## config.mk

```make
export PLATFORM = sky130hd
export DESIGN_NAME = spi_txn_arbiter
export DESIGN_NICKNAME = d
export VERILOG_FILES = /design/src/rtl/spi_pkg.sv /design/src/rtl/rr_arbiter.sv /design/src/rtl/spi_txn_arbiter.sv
export SDC_FILE = /design/constraint.sdc
export NUM_CORES = 1
export LEC_CHECK = 0
export BUFFER_PORTS_ARGS = -buffer_cell sky130_fd_sc_hd__buf_2
export CAP_MARGIN = 25
export CORE_MARGIN = 10
export CORE_UTILIZATION = 36
export CTS_CLUSTER_DIAMETER = 120
export CTS_CLUSTER_SIZE = 16
export DETAILED_ROUTE_END_ITERATION = 12
export PLACE_DENSITY = 0.72
export SYNTH_ARGS = -nofsm -noshare
export SYNTH_HDL_FRONTEND = slang
export SYNTH_SLANG_ARGS = --single-unit
```

## constraint.sdc

```tcl
create_clock -name mclk -period 5.1 [get_ports mclk]
set_clock_uncertainty 0.1 [all_clocks]
set_input_delay 1.275 -clock mclk [delete_from_list [all_inputs] [get_ports mclk]]
set_output_delay 1.275 -clock mclk [all_outputs]
set_load 0.01 [all_outputs]
```

## src/rtl/spi_pkg.sv

```systemverilog
// Shared types and constants for the SPI transaction arbiter: FSM states,
// field widths and the {rd_wr, addr} header byte the master shifts out first.
package spi_pkg;

  localparam int unsigned ADDR_W = 7;
  localparam int unsigned DATA_W = 8;
  localparam int unsigned HDR_W  = ADDR_W + 1;

  typedef enum logic [1:0] {
    StIdle,
    StFrame,
    StCapture,
    StGap
  } arb_state_e;

  function automatic logic [HDR_W-1:0] pack_hdr(input logic              rd_wr,
                                                input logic [ADDR_W-1:0] addr);
    return {rd_wr, addr};
  endfunction

endpackage

```

## src/rtl/rr_arbiter.sv

```systemverilog
// Combinational round-robin pick: the first set request at or above ptr_i,
// wrapping around to bit 0. Produces a one-hot grant and its binary index.
module rr_arbiter #(
  parameter int unsigned NUM_REQ = 4,
  localparam int unsigned IDX_W  = $clog2(NUM_REQ)
) (
  input  logic [NUM_REQ-1:0] req_i,
  input  logic [IDX_W-1:0]   ptr_i,
  output logic [NUM_REQ-1:0] gnt_o,
  output logic [IDX_W-1:0]   idx_o
);

  logic [NUM_REQ-1:0] mask;
  logic [NUM_REQ-1:0] req_hi;
  logic [NUM_REQ-1:0] sel;

  always_comb begin
    mask   = '1 << ptr_i;
    req_hi = req_i & mask;
    // Nothing at or above the pointer: wrap and take the lowest request overall.
    sel    = (|req_hi) ? req_hi : req_i;
    gnt_o  = '0;
    idx_o  = '0;
    for (int i = NUM_REQ - 1; i >= 0; i--) begin
      if (sel[i]) begin
        gnt_o    = '0;
        gnt_o[i] = 1'b1;
        idx_o    = IDX_W'(i);
      end
    end
  end

endmodule

```

## src/rtl/spi_txn_arbiter.sv

```systemverilog
// Shares one spi_master between NUM_REQ requesters: round-robin grant, one
// frame per request, cs sanity check, then a one-hot completion with read data.
module spi_txn_arbiter
  import spi_pkg::*;
#(
  parameter int unsigned NUM_REQ   = 4,
  parameter int unsigned FRAME_LEN = 19,
  parameter int unsigned GAP_LEN   = 2
) (
  input  logic                      mclk,
  input  logic                      reset,
  input  logic [NUM_REQ-1:0]        req_valid,
  input  logic [NUM_REQ-1:0]        req_rd_wr,
  input  logic [NUM_REQ*ADDR_W-1:0] req_addr,
  input  logic [NUM_REQ*DATA_W-1:0] req_wdata,
  output logic [NUM_REQ-1:0]        req_ready,
  output logic [NUM_REQ-1:0]        rsp_valid,
  output logic [DATA_W-1:0]         rsp_rdata,
  output logic                      rsp_err,
  output logic                      busy,
  output logic                      m_start,
  output logic                      m_rd_wr,
  output logic [ADDR_W-1:0]         m_address,
  output logic [DATA_W-1:0]         m_out_data,
  input  logic [DATA_W-1:0]         m_in_data,
  input  logic                      m_cs
);

  localparam int unsigned IDX_W = $clog2(NUM_REQ);
  localparam int unsigned CNT_W = $clog2(FRAME_LEN + GAP_LEN + 1);
  localparam logic [CNT_W-1:0] FRAME_LAST = CNT_W'(FRAME_LEN - 1);
  localparam logic [CNT_W-1:0] CS_CHK     = CNT_W'(FRAME_LEN / 2);
  localparam logic [CNT_W-1:0] GAP_LAST   = CNT_W'(GAP_LEN - 1);

  arb_state_e          state_q, state_d;
  logic [CNT_W-1:0]    cnt_q, cnt_d;
  logic [IDX_W-1:0]    ptr_q, ptr_d;
  logic [NUM_REQ-1:0]  gnt_q, gnt_d;
  logic [HDR_W-1:0]    hdr_q, hdr_d;
  logic [DATA_W-1:0]   wdata_q, wdata_d;
  logic                err_q, err_d;
  logic                m_start_q, m_start_d;
  logic [NUM_REQ-1:0]  req_ready_q, req_ready_d;
  logic [NUM_REQ-1:0]  rsp_valid_q, rsp_valid_d;
  logic [DATA_W-1:0]   rsp_rdata_q, rsp_rdata_d;
  logic                rsp_err_q, rsp_err_d;

  logic [NUM_REQ-1:0]  arb_gnt;
  logic [IDX_W-1:0]    arb_idx;

  rr_arbiter #(
    .NUM_REQ(NUM_REQ)
  ) u_rr_arbiter (
    .req_i(req_valid),
    .ptr_i(ptr_q),
    .gnt_o(arb_gnt),
    .idx_o(arb_idx)
  );

  always_comb begin
    state_d     = state_q;
    cnt_d       = cnt_q;
    ptr_d       = ptr_q;
    gnt_d       = gnt_q;
    hdr_d       = hdr_q;
    wdata_d     = wdata_q;
    err_d       = err_q;
    m_start_d   = m_start_q;
    req_ready_d = '0;
    rsp_valid_d = '0;
    rsp_rdata_d = rsp_rdata_q;
    rsp_err_d   = rsp_err_q;
    unique case (state_q)
      StIdle: begin
        if (|req_valid) begin
          req_ready_d = arb_gnt;
          gnt_d       = arb_gnt;
          hdr_d       = pack_hdr(req_rd_wr[arb_idx], req_addr[arb_idx*ADDR_W +: ADDR_W]);
          wdata_d     = req_wdata[arb_idx*DATA_W +: DATA_W];
          m_start_d   = 1'b1;
          cnt_d       = '0;
          ptr_d       = (arb_idx == IDX_W'(NUM_REQ - 1)) ? '0 : arb_idx + 1'b1;
          state_d     = StFrame;
        end
      end
      StFrame: begin
        cnt_d = cnt_q + 1'b1;
        // cs must be asserted (low) mid-frame.
        if (cnt_q == CS_CHK && m_cs) begin
          err_d = 1'b1;
        end
        if (cnt_q == FRAME_LAST) begin
          m_start_d = 1'b0;
          state_d   = StCapture;
        end
      end
      StCapture: begin
        rsp_valid_d = gnt_q;
        rsp_rdata_d = hdr_q[HDR_W-1] ? m_in_data : '0;
        // cs must be released by the time the frame is over.
        rsp_err_d   = err_q | ~m_cs;
        err_d       = 1'b0;
        cnt_d       = '0;
        state_d     = StGap;
      end
      StGap: begin
        cnt_d = cnt_q + 1'b1;
        if (cnt_q == GAP_LAST) begin
          state_d = StIdle;
        end
      end
      default: state_d = StIdle;
    endcase
  end

  always_ff @(posedge mclk) begin
    if (!reset) begin
      state_q     <= StIdle;
      cnt_q       <= '0;
      ptr_q       <= '0;
      gnt_q       <= '0;
      hdr_q       <= '0;
      wdata_q     <= '0;
      err_q       <= 1'b0;
      m_start_q   <= 1'b0;
      req_ready_q <= '0;
      rsp_valid_q <= '0;
      rsp_rdata_q <= '0;
      rsp_err_q   <= 1'b0;
    end else begin
      state_q     <= state_d;
      cnt_q       <= cnt_d;
      ptr_q       <= ptr_d;
      gnt_q       <= gnt_d;
      hdr_q       <= hdr_d;
      wdata_q     <= wdata_d;
      err_q       <= err_d;
      m_start_q   <= m_start_d;
      req_ready_q <= req_ready_d;
      rsp_valid_q <= rsp_valid_d;
      rsp_rdata_q <= rsp_rdata_d;
      rsp_err_q   <= rsp_err_d;
    end
  end

  assign req_ready  = req_ready_q;
  assign rsp_valid  = rsp_valid_q;
  assign rsp_rdata  = rsp_rdata_q;
  assign rsp_err    = rsp_err_q;
  assign busy       = (state_q != StIdle);
  assign m_start    = m_start_q;
  assign m_rd_wr    = hdr_q[HDR_W-1];
  assign m_address  = hdr_q[ADDR_W-1:0];
  assign m_out_data = wdata_q;

endmodule

```

### Word-level counts from Yosys, hierarchy flattened

Index checks and enable logic that the tools add are counted.
Widths: inputs -> output; s select.

| cells by class | value |
|---|---|
| eq/ne operators | 11 |
| bitwise gates (word level) | 3 |
| $mul | 1 |
| multiplexer cells | 24 |
| add/subtract/negate cells | 2 |
| shift operators | 3 |
| reductions and logical operators | 14 |
| $lt $le $gt $ge | 1 |

Operators with widths:

| operator | count |
|---|---|
| $shiftx 32x6->8 | 1 |
| $shiftx 28x6->7 | 1 |
| $mux 4 | 5 |
| $mux 2 | 8 |
| $pmux 5 s3 | 1 |
| $reduce_and 3->1 | 3 |
| $mux 8 | 1 |
| $ne 2x2->1 const B | 4 |
| $pmux 2 s4 | 1 |
| $reduce_or 4->1 | 2 |
| $eq 2x2->1 const B | 3 |
| $reduce_and 2->1 | 3 |
| $reduce_bool 2->1 | 3 |
| $add 5x1->5 const B | 1 |
| $eq 5x1->1 const B | 1 |
| $eq 5x4->1 const B | 1 |
| $eq 5x5->1 const B | 1 |
| $mul 2x3->5 const B | 1 |
| $mux 5 | 1 |
| $and 4x4->4 | 1 |
| $mux 1 | 4 |
| $pmux 1 s2 | 2 |
| $shl 4x2->4 const A | 1 |
| $lt 2x3->1 const B | 1 |
| 8 further kinds | 8 |

| word-level totals | value |
|---|---|
| register bits after elaboration | 48 |
| input bits | 79 |
| word-level logic and storage cells | 71 |
| output and inout bits | 35 |

### Longest topological paths before layout

| depth | value |
|---|---|
| word-level depth | 10 |
| gate-level depth with buffers | 8 |
| mapped depth without buffers | 7 |

### Modules after synthesis

Synthesis repeated with hierarchy kept, for this count alone.

| second synthesis, totals | value |
|---|---|
| cell total of the unflattened synthesis | 222 |
| area, all modules | 2,394.8 um^2 |

By module, submodules not included:

| module | area each (um^2) | cells an instance | times used | sequential area each (um^2) |
|---|---|---|---|---|
| spi_txn_arbiter | 2,197.1 | 194 | 1 | 960.9 |
| rr_arbiter | 197.7 | 28 | 1 | 0.0 |

### Worst setup path before layout

No wires, ideal clock.

| timing path | value |
|---|---|
| path kind | input-to-reg |
| start | input req_valid[2] |
| end | register hdr_q[0] |
| library setup time | 0.134 ns |
| arrival | 2.536 ns |
| data required time | 4.866 ns |
| stages | 8 |
| setup slack | 2.330 ns |
| buffers on the path | 3 |
| cells stage by stage | buf_6 -> nor2b_1 -> a311o_1 -> and2_4 -> buf_6 -> buf_12 -> mux2i_1 -> o211ai_1 |

| on the way | value |
|---|---|
| longest elaborated chain between the ends | 9 |
| elaborated cells on any way between the ends | 11 |
| those cells by class | mul: 1; shift: 1; mux: 5; bitwise: 1; reduce/logical: 3 |

Ends and longest elaborated chain:

| item | line | RTL |
|---|---|---|
| start, declared | spi_txn_arbiter.sv:12 | `input logic [NUM_REQ-1:0] req_valid,` |
| $and 4x4->4 | rr_arbiter.sv:19 | `req_hi = req_i & mask;` |
| $reduce_or 4->1 | rr_arbiter.sv:21 | `sel = (\|req_hi) ? req_hi : req_i;` |
| $mux 4 | rr_arbiter.sv:21 |  |
| $mux 2 (4 in series) | rr_arbiter.sv:25 | `if (sel[i]) begin` |
| $mul 2x3->5 | spi_txn_arbiter.sv:78 | `hdr_d = pack_hdr(req_rd_wr[arb_idx], req_addr[arb_idx*ADDR_W +: ADDR_W]);` |
| $shiftx 28x6->7 | spi_txn_arbiter.sv:78 |  |
| end signal, assigned | spi_txn_arbiter.sv:135 | `hdr_q <= hdr_d;` |
| end, declared | spi_txn_arbiter.sv:39 | `logic [HDR_W-1:0] hdr_q, hdr_d;` |

Several ways; a longest one is shown, not always the timed one.
A chain may end at the register's enable or synchronous reset.

### Worst setup path after layout

| timing path | value |
|---|---|
| start | input req_valid[2] |
| end | register wdata_q[4] (netlist: m_out_data[4]) |

| on the way | value |
|---|---|
| longest elaborated chain between the ends | 8 |
| elaborated cells on any way between the ends | 10 |
| those cells by class | shift: 1; mux: 5; bitwise: 1; reduce/logical: 3 |

Ends and longest elaborated chain:

| item | line | RTL |
|---|---|---|
| $and 4x4->4 | rr_arbiter.sv:19 |  |
| $reduce_or 4->1 | rr_arbiter.sv:21 |  |
| $mux 4 | rr_arbiter.sv:21 |  |
| $mux 2 (4 in series) | rr_arbiter.sv:25 |  |
| $shiftx 32x6->8 | spi_txn_arbiter.sv:79 | `wdata_d = req_wdata[arb_idx*DATA_W +: DATA_W];` |
| end signal, assigned | spi_txn_arbiter.sv:136 | `wdata_q <= wdata_d;` |
| end, declared | spi_txn_arbiter.sv:40 | `logic [DATA_W-1:0] wdata_q, wdata_d;` |

Several ways; a longest one is shown, not always the timed one.

==> results.md <==
- FFs w/ async S/R, synth: 0%
- RSZ-0062 raised after global routing: false
- Clk Latency, worst-skew pair: 0.30 ns
- Required @ worst endpoint: 5.18 ns
- Register area share after synthesis: 37.7%
- Most used DFF post-synth: dfxtp_1
- WHS: 0.351 ns
- Total of cells resized after clock tree synthesis: 0
- Clock root cell: clkbuf_8
- Cell family with most CP delay: compound AO/OA/AOI/OAI gates
- Setup Fix Bufs, Post-CTS: 0
- Final GP Congestion: 0.870
- Cell area after synthesis: 2550 um^2
- WP buf/inv: 1
- Pleak: 1.54 nW
- # port buffers: 113
- Die Ht: 104 um
- Vias post-DR: 2484
- Layout Nets: 486
- Mean area per synthesized cell: 8.57 um^2
- Relative slew margins: 38.2%
- Multi-input logic area: 1440 um^2
- Mapped Nets: 383
- Slowest cell delay on critical path: 0.76 ns
- Initial DRC count: 121
- Pins over their slew limit: 0
- Crit path DAT: 3.25 ns
- Initial Util: 37.3%
- Via density: 5.00
- Area grow syn2layout: 28.2%
- Largest net degree at the start of global routing: 34
- FF/Latch Area: 961 um^2
- Stages on the worst setup path: 6
- Hold Fails Final Rpt: 0
- CTS tree: yes
- Max-Cap Viols: 0
- Setup TNS: 0 ns
- Drt wl/cell: 15.1 um
- Layout fillers: 700
- Rows: 30
- Final period util: 62.1%
- First-pass GRT wire length: 12300 um
- Worst vdd ir: 0.000210 V
- Endpoints failing setup: 0
- Post-synth EDFFs: 0
- CP Launch Type: primary input
- Die area: 10800 um^2
- Drt total wl: 7510 um
- Core Area: 6830 um^2
- Layout cells sized above 1: 31.9%
- Syn. warnings: 0
- CTS sink cnt: 48
- Residual DRC: 0
- Dpl hpwl: 5920 um
- Die X: 104 um
- Yosys reg bits: 48
- Worst reg-to-reg path cell count: 5
- Synthesized instance count: 297
- Worst path slowest cell: a311o_1
- Ant. Diodes: 0
- DR pass1 iterations: 5
- H-tree depth: 2
- CTS Hold Buffers Added: 0
- Worst Hold Class: reg2reg
- Clock Pin Slew Worst Setup and Hold Paths: 0.09 ns
- I/O Pins: 114
- Max clock buf depth: 2
- Worst Max-Slew Pin Slew: 0.927 ns
- Min-Delay Path Depth: 1
- Synth unique cells: 45
- Total Routing Usage GR: 13.4%
- Worst-path fanout max: 33
- Critical path class: in2reg
- Fin crit period: 3.17 ns
- Critical-path cell list: buf_2 > nor2b_1 > a311o_1 > and2_4 > mux2i_1 > o211ai_1
- Crit. End Element: flop
- Vias in the first global route: 2510
- ANT nets after route: 0
- Global route overflow: 0
- Initial antenna violation count: 0
- Power per cell area: 428 nW/um^2
- CTS buffer count: 5
- F_max: 316 MHz
- Status: finished clean
final cells by class:
type	count	area share, %
inverters	8	0.920
well taps	96	3.68
repair buffers	116	18.0
clock buffers	6	2.53
flip-flops and latches	48	29.4
clock inverters	2	1.19
multi-input cells	221	44.2
placed cells by master, fill, tap and decap left out, drive strengths merged, types with 12 or more instances in the layout:
cell type  netlist  routed
a21boi          19      19
nand2           32      32
and3            20      20
dfxtp           48      48
nor2            13      13
mux2i           17      17
buf              8     116
nor2b           22      22
a21oi           12      12
o21ai           22      22
o211ai          16      16
metal layers:
metal | vias to the layer above | GRT usage [%] | routed length (um)
met2 | 87 | 24.1 | 3700
met4 | 0 | 4.37 | 146
met5 | - | 0 | 0
met1 | 1126 | 14.9 | 3220
li1 | 1259 | - | -
met3 | 12 | 3.66 | 446
cell usage after synthesis (all sizes together), types with 2 or more instances:
master / instances / area (um^2)
a21oi: 12 / 60.1
nand2b: 5 / 31.3
o211ai: 16 / 120
nand2: 32 / 120
a21boi: 19 / 143
nor4: 3 / 25.0
and2: 3 / 21.3
o21a: 2 / 15.0
clkbuf: 12 / 45.0
nand4: 2 / 12.5
xor2: 3 / 26.3
a21o: 2 / 15.0
nor2b: 22 / 138
nand3: 4 / 20.0
mux2i: 17 / 170
o21ai: 22 / 110
inv: 8 / 30.0
dfxtp: 48 / 961
nor2: 13 / 48.8
nor3b: 2 / 15.0
buf: 8 / 67.6
and3: 20 / 125
ha: 7 / 87.6
kinds of logic after synthesis:
family | share of synthesized area, %
buf+inv | 5.60
simple gates | 22.3
mux | 6.68
fa+ha+maj | 3.44
xor+xnor | 1.38
flops | 37.7
compound gates | 22.9
flip-flops by register name, indices dropped and copies added (netlist names):
name / cells
gnt_q: 4
m_out_data: 8
cnt_q: 5
m_start: 1
rsp_valid: 4
rsp_err: 1
hdr_q: 8
rsp_rdata: 8
ptr_q: 2
req_ready: 4
state_q: 2
err_q: 1
report_power, final:
part | internal [mW] | leakage (nW) | switching [mW] | total [mW]
combinational | 0.243 | 1.08 | 0.333 | 0.577
clock | 0.160 | 0.0614 | 0.131 | 0.292
sequential | 0.467 | 0.392 | 0.0614 | 0.528
total | 0.871 | 1.54 | 0.526 | 1.40
worst paths after layout:
kind	from	slack (ns)	to
worst max-delay path	req_valid[2]	1.93	m_out_data[4]
worst min-delay path	gnt_q[1]	0.35	gnt_q[1]
worst min register to register	gnt_q[1]	0.35	gnt_q[1]
worst max register to register	ptr_q[0]	2.72	m_out_data[4]
through the flow:
stage,power (mW),instances,setup slack (ns),area (um^2),util [%]
floorplan,0.935,297,2.33,2550,-
global placement,1.10,488,1.76,3130,45.9
detailed placement,1.12,488,1.62,3130,45.9
CTS,1.41,496,1.94,3260,47.7
global route,1.51,497,1.70,3260,47.8
finish,1.40,497,1.93,3260,47.8
Power figures use the tool's default switching activity.
